<file path="src/rtl/bus_arbiter_if.sv">
// Bus bundle shared by the requesting masters, the round-robin arbiter and the downstream slave.
// m_* signals are the per-master side (packed 32 bits per master), s_* the shared slave side.
interface bus_arbiter_if #(
   parameter int NUM_MASTERS = 2
);
   logic [NUM_MASTERS-1:0]    m_valid;
   logic [32*NUM_MASTERS-1:0] m_addr;
   logic [32*NUM_MASTERS-1:0] m_write_data;
   logic [NUM_MASTERS-1:0]    m_rnw;
   logic [NUM_MASTERS-1:0]    m_ready;
   logic [31:0]               m_read_data;
   logic [NUM_MASTERS-1:0]    m_error;

   logic                      s_valid;
   logic [31:0]               s_addr;
   logic [31:0]               s_write_data;
   logic                      s_rnw;
   logic                      s_ready;
   logic [31:0]               s_read_data;
   logic                      s_error;

   modport arbiter (
      input  m_valid, m_addr, m_write_data, m_rnw,
      output m_ready, m_read_data, m_error,
      output s_valid, s_addr, s_write_data, s_rnw,
      input  s_ready, s_read_data, s_error
   );

   modport master (
      output m_valid, m_addr, m_write_data, m_rnw,
      input  m_ready, m_read_data, m_error
   );

   modport slave (
      input  s_valid, s_addr, s_write_data, s_rnw,
      output s_ready, s_read_data, s_error
   );
endinterface

</file>
<file path="src/rtl/bus_arbiter.sv">
// Round-robin arbiter sharing one slave bus between NUM_MASTERS masters, with a slave-response
// timeout that forces an error completion when the slave never answers.
module bus_arbiter #(
   parameter int NUM_MASTERS = 2,
   parameter int TIMEOUT     = 255
) (
   input  logic                           clk,
   input  logic                           reset,
   bus_arbiter_if.arbiter                 bus,
   output logic                           grant_valid,
   output logic [$clog2(NUM_MASTERS)-1:0] grant_id
);
   localparam int unsigned NM  = NUM_MASTERS;
   localparam int          IDW = $clog2(NUM_MASTERS);
   localparam int          CW  = (TIMEOUT > 0) ? $clog2(TIMEOUT + 1) : 1;
   localparam logic [CW-1:0]  CNT_LAST = (TIMEOUT > 0) ? CW'(TIMEOUT - 1) : '0;
   localparam logic [IDW-1:0] ID_LAST  = IDW'(NUM_MASTERS - 1);

   typedef enum logic {IDLE, BUSY} state_t;

   state_t         state_q, state_d;
   logic [IDW-1:0] ptr_q, ptr_d;
   logic [IDW-1:0] grant_q, grant_d;
   logic [CW-1:0]  cnt_q, cnt_d;
   logic           any_req;
   logic           timeout_hit;
   logic [IDW-1:0] pick;

   // First requester at or above start, wrapping past the top index back to 0.
   function automatic logic [IDW-1:0] rr_pick(input logic [NUM_MASTERS-1:0] req,
                                              input logic [IDW-1:0] start);
      logic [IDW-1:0] sel;
      logic           found;
      int unsigned    j;
      sel   = start;
      found = 1'b0;
      for (int unsigned k = 0; k < NM; k++) begin
         j = 32'(start) + k;
         if (j >= NM) j = j - NM;
         if (!found && req[IDW'(j)]) begin
            sel   = IDW'(j);
            found = 1'b1;
         end
      end
      return sel;
   endfunction

   assign any_req = |bus.m_valid;
   assign pick    = rr_pick(bus.m_valid, ptr_q);

   always_ff @(posedge clk) begin
      if (reset) begin
         state_q <= IDLE;
         ptr_q   <= '0;
         grant_q <= '0;
         cnt_q   <= '0;
      end else begin
         state_q <= state_d;
         ptr_q   <= ptr_d;
         grant_q <= grant_d;
         cnt_q   <= cnt_d;
      end
   end

   always_comb begin
      state_d          = state_q;
      ptr_d            = ptr_q;
      grant_d          = grant_q;
      cnt_d            = cnt_q;
      timeout_hit      = 1'b0;
      bus.s_valid      = 1'b0;
      bus.s_addr       = '0;
      bus.s_write_data = '0;
      bus.s_rnw        = 1'b0;
      bus.m_ready      = '0;
      bus.m_error      = '0;

      case (state_q)
         IDLE: begin
            if (any_req) begin
               grant_d = pick;
               cnt_d   = '0;
               state_d = BUSY;
            end
         end
         BUSY: begin
            bus.s_valid = 1'b1;
            for (int unsigned k = 0; k < NM; k++) begin
               if (grant_q == IDW'(k)) begin
                  bus.s_addr       = bus.m_addr[32*k +: 32];
                  bus.s_write_data = bus.m_write_data[32*k +: 32];
                  bus.s_rnw        = bus.m_rnw[k];
               end
            end
            // A slave answer in the last allowed cycle wins over the forced timeout error.
            timeout_hit = (TIMEOUT > 0) && !bus.s_ready && (cnt_q == CNT_LAST);
            if (bus.s_ready || timeout_hit) begin
               bus.m_ready[grant_q] = 1'b1;
               bus.m_error[grant_q] = bus.s_ready ? bus.s_error : 1'b1;
               ptr_d   = (grant_q == ID_LAST) ? '0 : grant_q + IDW'(1);
               state_d = IDLE;
            end else if (cnt_q != '1) begin
               cnt_d = cnt_q + CW'(1);
            end
         end
      endcase
   end

   assign grant_valid     = (state_q == BUSY);
   assign grant_id        = grant_q;
   assign bus.m_read_data = bus.s_read_data;
endmodule

</file>
<file path="src/flat_wrapper.sv">
// flat-port wrapper written by rule: the top's interface ports become plain ports
module bus_arbiter_flat 
#(
   parameter int NUM_MASTERS = 2,
   parameter int TIMEOUT     = 255
)
  (clk, reset, grant_valid, grant_id, bus_m_valid, bus_m_addr, bus_m_write_data, bus_m_rnw, bus_m_ready, bus_m_read_data, bus_m_error, bus_s_valid, bus_s_addr, bus_s_write_data, bus_s_rnw, bus_s_ready, bus_s_read_data, bus_s_error);
  bus_arbiter_if #(.NUM_MASTERS(NUM_MASTERS)) bus_i ();
  input  logic clk;
  input  logic reset;
  output logic grant_valid;
  output logic [$clog2(NUM_MASTERS)-1:0] grant_id;
  input wire logic [$bits(bus_i.m_valid)-1:0] bus_m_valid;
  input wire logic [$bits(bus_i.m_addr)-1:0] bus_m_addr;
  input wire logic [$bits(bus_i.m_write_data)-1:0] bus_m_write_data;
  input wire logic [$bits(bus_i.m_rnw)-1:0] bus_m_rnw;
  output wire logic [$bits(bus_i.m_ready)-1:0] bus_m_ready;
  output wire logic [$bits(bus_i.m_read_data)-1:0] bus_m_read_data;
  output wire logic [$bits(bus_i.m_error)-1:0] bus_m_error;
  output wire logic [$bits(bus_i.s_valid)-1:0] bus_s_valid;
  output wire logic [$bits(bus_i.s_addr)-1:0] bus_s_addr;
  output wire logic [$bits(bus_i.s_write_data)-1:0] bus_s_write_data;
  output wire logic [$bits(bus_i.s_rnw)-1:0] bus_s_rnw;
  input wire logic [$bits(bus_i.s_ready)-1:0] bus_s_ready;
  input wire logic [$bits(bus_i.s_read_data)-1:0] bus_s_read_data;
  input wire logic [$bits(bus_i.s_error)-1:0] bus_s_error;
  assign bus_i.m_valid = bus_m_valid;
  assign bus_i.m_addr = bus_m_addr;
  assign bus_i.m_write_data = bus_m_write_data;
  assign bus_i.m_rnw = bus_m_rnw;
  assign bus_m_ready = bus_i.m_ready;
  assign bus_m_read_data = bus_i.m_read_data;
  assign bus_m_error = bus_i.m_error;
  assign bus_s_valid = bus_i.s_valid;
  assign bus_s_addr = bus_i.s_addr;
  assign bus_s_write_data = bus_i.s_write_data;
  assign bus_s_rnw = bus_i.s_rnw;
  assign bus_i.s_ready = bus_s_ready;
  assign bus_i.s_read_data = bus_s_read_data;
  assign bus_i.s_error = bus_s_error;
  bus_arbiter #(.NUM_MASTERS(NUM_MASTERS), .TIMEOUT(TIMEOUT)) u_core (.clk(clk), .reset(reset), .bus(bus_i), .grant_valid(grant_valid), .grant_id(grant_id));
endmodule
</file>
<file path="config.mk">
export PLATFORM = sky130hd
export DESIGN_NAME = bus_arbiter_flat
export DESIGN_NICKNAME = d
export VERILOG_FILES = /design/src/rtl/bus_arbiter_if.sv /design/src/rtl/bus_arbiter.sv /design/src/flat_wrapper.sv
export SDC_FILE = /design/constraint.sdc
export NUM_CORES = 1
export LEC_CHECK = 0
export ABC_AREA = 1
export CAP_MARGIN = 5
export CORE_AREA = 2 2 105 107
export DETAILED_ROUTE_END_ITERATION = 7
export DIE_AREA = 0 0 107 109
export GPL_ROUTABILITY_DRIVEN = 0
export HOLD_SLACK_MARGIN = 0.12
export PLACE_DENSITY = 0.73
export SYNTH_ARGS = -nofsm -noshare
export SYNTH_HDL_FRONTEND = slang
export SYNTH_SLANG_ARGS = --single-unit
</file>
<file path="constraint.sdc">
create_clock -name clk -period 2.8 [get_ports clk]
set_clock_uncertainty 0.05 [all_clocks]
set_input_delay 0.42 -clock clk [delete_from_list [all_inputs] [get_ports clk]]
set_output_delay 0.42 -clock clk [all_outputs]
set_load 0.03 [all_outputs]
</file>
# ---- Word-level counts from Yosys, hierarchy flattened
# Index checks and enable logic that the tools add are counted.
dict set report op_classes {
  n_reduce_logical 10
  n_eq_ne 5
  bitwise 2
  n_lt_le_gt_ge 6
  add_sub_neg 5
  muxes 31
}
# operator count
set op_table {}
lappend op_table {{$mux W32} 4}
lappend op_table {{$mux W8} 3}
lappend op_table {{$mux W1} 17}
lappend op_table {{$pmux W8 S2} 1}
lappend op_table {{$add A8 B1 Y8 const B} 1}
lappend op_table {{$eq A8 B8 Y1 const B} 1}
lappend op_table {{$mux W2} 4}
lappend op_table {{$ne A8 B8 Y1 const B} 1}
lappend op_table {{$lt A1 B2 Y1 const B} 3}
lappend op_table {{$ne A2 B2 Y1 const B} 2}
lappend op_table {{$reduce_and A2 Y1} 2}
lappend op_table {{$logic_and A1 B1 Y1} 3}
lappend op_table {{$reduce_and A3 Y1} 1}
lappend op_table {{$add A1 B1 Y2 const B} 1}
lappend op_table {{$and A2 B2 Y2} 1}
lappend op_table {{$ge A1 B2 Y1 const B} 1}
lappend op_table {{$ge A2 B2 Y1 const B} 1}
lappend op_table {{$logic_not A1 Y1} 2}
lappend op_table {{$ne A2 B1 Y1 const B} 1}
lappend op_table {{$pmux W1 S2} 1}
lappend op_table {{$reduce_or A2 Y1} 1}
lappend op_table {{$sub A1 B1 Y1 const B} 2}
lappend op_table {{$add A1 B1 Y1 const B} 1}
lappend op_table {{$demux W1 S1} 1}
lappend op_table {{3 further kinds} 3}
dict set report totals {
  out_inout_bits 104
  word_cells 63
  reg_bits 11
  in_bits 168
}

# ---- Longest topological paths before layout
dict set report logic_depth {
  word_depth 8
  ltp_mapped 11
  mapped_depth_nobuf 11
}

# ---- Worst setup path after synthesis
# OpenSTA, ideal clock, no wires.
dict set report synth_timing {
  kind {register to output}
  from {reg u_core.grant_q (netlist: u_core.grant_id)}
  to {out bus_m_error[1]}
  stages_incl_launch_ff 5
  setup_slack_ps 566
  t_arrival_ps 1764
  required_ps 2330
  n_path_buf 2
  cell_sequence {dfxtp_1 > buf_2 > inv_1 > clkbuf_1 > nor3_1}
}
dict set report synth_via {
  elab_chain_len 7
  word_cells_on_any_way 8
  cone_classes {2 x order compare; 4 x mux; 1 x bitwise; 1 x reduce/logical}
}
# item line_no
set synth_lines {}
lappend synth_lines {{from (decl)} bus_arbiter.sv:23} ;# logic [IDW-1:0] grant_q, grant_d;
lappend synth_lines {{from (signal assigned)} bus_arbiter.sv:60} ;# grant_q <= grant_d;
lappend synth_lines {{$lt A1 B2 Y1 (implied by the code) / $ge A1 B1 Y1 (equally long branches)} bus_arbiter.sv:99} ;# bus.m_error[grant_q] = bus.s_ready ? bus.s_error : 1'b1;
lappend synth_lines {{$logic_and A1 B1 Y1 (implied by the code)} bus_arbiter.sv:99}
lappend synth_lines {{$mux W1} bus_arbiter.sv:99}
lappend synth_lines {{$demux W1 S1 (*)} --}
lappend synth_lines {{$and A2 B2 Y2 (no source line) (*)} --}
lappend synth_lines {{$mux W2 (*)} bus_arbiter.sv:97} ;# if (bus.s_ready || timeout_hit) begin
lappend synth_lines {{$mux W2 (*)} bus_arbiter.sv:78} ;# case (state_q)
lappend synth_lines {{to (decl)} flat_wrapper.sv:19} ;# output wire logic [$bits(bus_i.m_error)-1:0] bus_m_error;
# Every way passes the cells marked *; elsewhere a longest branch is shown, timed or not.

# ---- Worst setup path in the final report
dict set report layout_timing {
  from {reg u_core.cnt_q[1]}
  to {out bus_m_error[1]}
}
dict set report layout_via {
  elab_chain_len 5
}
# item line_no
set layout_lines {}
lappend layout_lines {{from (decl)} bus_arbiter.sv:24} ;# logic [CW-1:0] cnt_q, cnt_d;
lappend layout_lines {{from (signal assigned)} bus_arbiter.sv:61} ;# cnt_q <= cnt_d;
lappend layout_lines {{$eq A8 B8 Y1} bus_arbiter.sv:96} ;# timeout_hit = (TIMEOUT > 0) && !bus.s_ready && (cnt_q == CNT_LAST);
lappend layout_lines {{$logic_and A1 B1 Y1} bus_arbiter.sv:96}
lappend layout_lines {{$logic_or A1 B1 Y1} bus_arbiter.sv:97}
lappend layout_lines {{$mux W2} bus_arbiter.sv:97}
lappend layout_lines {{$mux W2} bus_arbiter.sv:78}
# Every way passes these cells.

==> summary.md <==
| Metric | Value |
|---|---|
| Clock buffer depth | `2` |
| GR Overflow Total | `0` |
| Worst path buffer plus inverter count | `2` |
| CP peak stage delay | `0.70 ns` |
| Reg2Reg Setup Slack | `between 1 and 1.5 ns` |
| Core footprint | `10,600 um^2` |
| Worst hold path type | `reg -> reg` |
| Post-cts sizing count | `0` |
| Cell taking the most area after synthesis | `nor2_1` |
| Simple-gate portion of the synthesized area | `0.446` |
| Yosys reg bits | `11` |
| H-tree depth | `1` |
| Sum Neg Setup Slack | `0 ns` |
| Worst Tran Pin Value | `0.370 ns` |
| Global-route wire length before repair | `between 10,000 and 15,000 um` |
| Die X | `107 um` |
| Clock transition at path regs | `around 0.06 ns` |
| Post-Syn Instances | `roughly 360` |
| Vias per cell | `4.38` |
| Core Rows | `38` |
| Wire length on met2 | `between 4000 and 5000 um` |
| Antenna violations before repair | `0` |
| Worst r2r src | `u_core.grant_valid` |
| Layout cells sized above 1 | `0.0440` |
| Largest net degree at the start of global routing | `42` |
| Initial DRT Pass Iterations | `4` |
| Vias in the first global route | `~2,600` |
| Routed wire per std cell | `between 10 and 15 um` |
| Area Growth Syn to Fin | `107%` |
| Final Setup Violations | `0` |
| Post-route DRC | `0` |
| DRT antenna net count | `0` |
| IO Count | `about 270` |
| Post-Syn Area per Cell | `5.19 um^2` |
| Post-synthesis compound-gate area fraction | `0.207` |
| GR Util All Layers | `0.140` |
| Yosys warning count | `0` |
| Worst-path fanout max | `5` |
| Min cycle time layout | `2.59 ns` |
| Post-Synth Adder-Cell Area | `0.0134` |
| Hold Path End | `u_core.ptr_q` |
| R2R depth | `6` |
| Clock Tree Root | `clkbuf_8` |
| Die height | `109 um` |
| CP delay by family, top | `buffers and inverters` |
| Area contributors post-synth | `nor2_1 30%, o21ai_0 18%, buf_4 15%` |
| Max Transition Viols Final | `0` |
| Synth Net Count | `531` |
| Critical Path End Type | `primary output` |
| Min-Delay Path Depth | `2` |
| Mapped Area | `1870 um^2` |
| Synth top area share | `0.299` |
| Post-CTS Repair Setup Buffers | `0` |
| Setup crit start | `u_core.cnt_q[1]` |
| CTS tree | `built` |
| CP arrival | `2.12 ns` |
| Hold-fix buffers, CTS | `0` |
| Mux share of post-synthesis cell area | `0` |
| Post-DP HPWL | `7330 um` |
| Final Hold Viols | `0` |
| Worst-Skew Late Latency | `0.24 ns` |
| Worst hold start | `u_core.ptr_q` |
| Met3 WL | `1090 um` |
| RSZ-0062 raised after global routing | `false` |
| Worst Path Required | `between 2 and 2.5 ns` |
| Worst path most repeated cell | `nand2_1` |
| Final core utilization | `0.366` |
| Sink Count | `11` |
| Most frequent cells in the layout | `207 x clkdlybuf4s50_1, 149 x nor2_1, 66 x o21ai_0` |
| Sequential area share after synthesis | `0.118` |
| Peak supply drop | `182 uV` |
| Run status | `finished clean` |
| Yosys cell types | `24` |
| Final #Nets | `roughly 700` |
| Initial drt markers | `182` |
| Xor/xnor share of the synthesized area | `0` |
| M1 wire length | `3620 um` |
| Die area | `11,700 um^2` |
| Initial Utilization | `0.177` |
| Number of max-cap violations | `0` |
| Combinational family with the most area after synthesis | `simple AND/OR/NAND/NOR gates` |
| WHS | `~0.45 ns` |
| Top Layer Used | `met4` |
| Commonest non-fill, non-tap cell in the layout | `clkdlybuf4s50_1` |
| LEAKAGE | `1.55 nW` |
| WL final | `9240 um` |
| Power density cells | `271 nW/um^2` |
| Tcrit/Tclk final | `0.926` |
| Critical path type | `reg -> out` |
| DR vias | `2,905` |
| IO buf count | `~210` |
| Cell Chain, Critical Path | `ha_1, inv_1, nor2_1, nand2_2, nand2_1, nand2_1, nor3_1, clkdlybuf4s50_1` |
| Slowest-stage cell, CP | `clkdlybuf4s50_1` |
| Slew headroom | `0.753` |
| Inserted Diodes | `0` |
| Max Fclk | `around 0.39 GHz` |
| Setup crit start kind | `register` |
| Total CTS buffers | `3` |
| RR Endpoint | `u_core.cnt_q[1]` |
==> power by group <==
group	internal, W	switching, W	leakage [nW]
clock network	0.000101	0.0000674	0.0228
logic	0.000350	0.000360	1.44
registers	0.000166	0.00000758	0.0906
total	0.000617	0.000435	1.55
==> flip-flops by register name, indices dropped and copies added (netlist names) <==
signal,flops
u_core.grant_id,1
u_core.grant_valid,1
u_core.cnt_q,8
u_core.ptr_q,1
==> cells in the mapped netlist (all sizes together) <==
library cell and n:
a211oi 1, a21oi 5, buf 43, clkbuf 12
clkinv 1, dfxtp 11, ha 2, inv 13
nand2 35, nand3 15, nor2 151, nor3 2
nor3b 1, o21ai 67, o21bai 1, or2 1
==> per-stage QoR <==
stage | instance area [um^2] | worst slack [ns] | total power, W | cells
6_report | 3880 | 0.207 | 0.00105 | 663
5_1_grt | 3880 | 0.0199 | 0.00111 | 663
4_1_cts | 3880 | 0.190 | 0.00105 | 663
3_5_place_dp | 3840 | 0.273 | 0.000883 | 659
3_3_place_gp | 3840 | 0.322 | 0.000874 | 659
2_1_floorplan | 1870 | 0.566 | 0.000587 | 361
==> logic make-up (layout without fill, tap and decap cells) <==
| family | count (synthesis) | after routing |
|---|---|---|
| buffers and inverters | 69 | 231 |
| AOI/OAI and AO/OA | 74 | 74 |
| DFF | 11 | 11 |
| adders and majority gates | 2 | 2 |
| and+or+nand+nor | 205 | 205 |
==> area by class of cell <==
cell class	instances	area, um^2
fillers	1115	6720
repair buffers	213	2140
multi-input cells	281	1250
flip-flops and latches	11	223
well taps	140	175
inverters	14	52.6
clock buffers	4	45.0
==> per-layer routing <==
metal  vias up  GRT usage
met5         -          0
met4         0     0.0232
met3         8     0.0562
met2       160      0.250
met1      1301      0.159
li1       1436          -
==> how the worst max path moves through the flow <==
stage                                 to  depth (start not counted)
final                     bus_m_error[1]                          8
after detailed placement  bus_m_error[1]                          6
after global placement    bus_m_ready[1]                          6
after global routing      bus_m_error[0]                          9
after CTS                 bus_m_error[1]                          9
after floorplan           bus_m_error[1]                          4
==> worst min-delay path: cells and delay by family, from the launching register on <==
family / cells / cell delay [ns]
compound gates: 1 / 0.07
buf+inv: 1 / 0.08
flops: 1 / 0.30
Power figures use the tool's default switching activity.
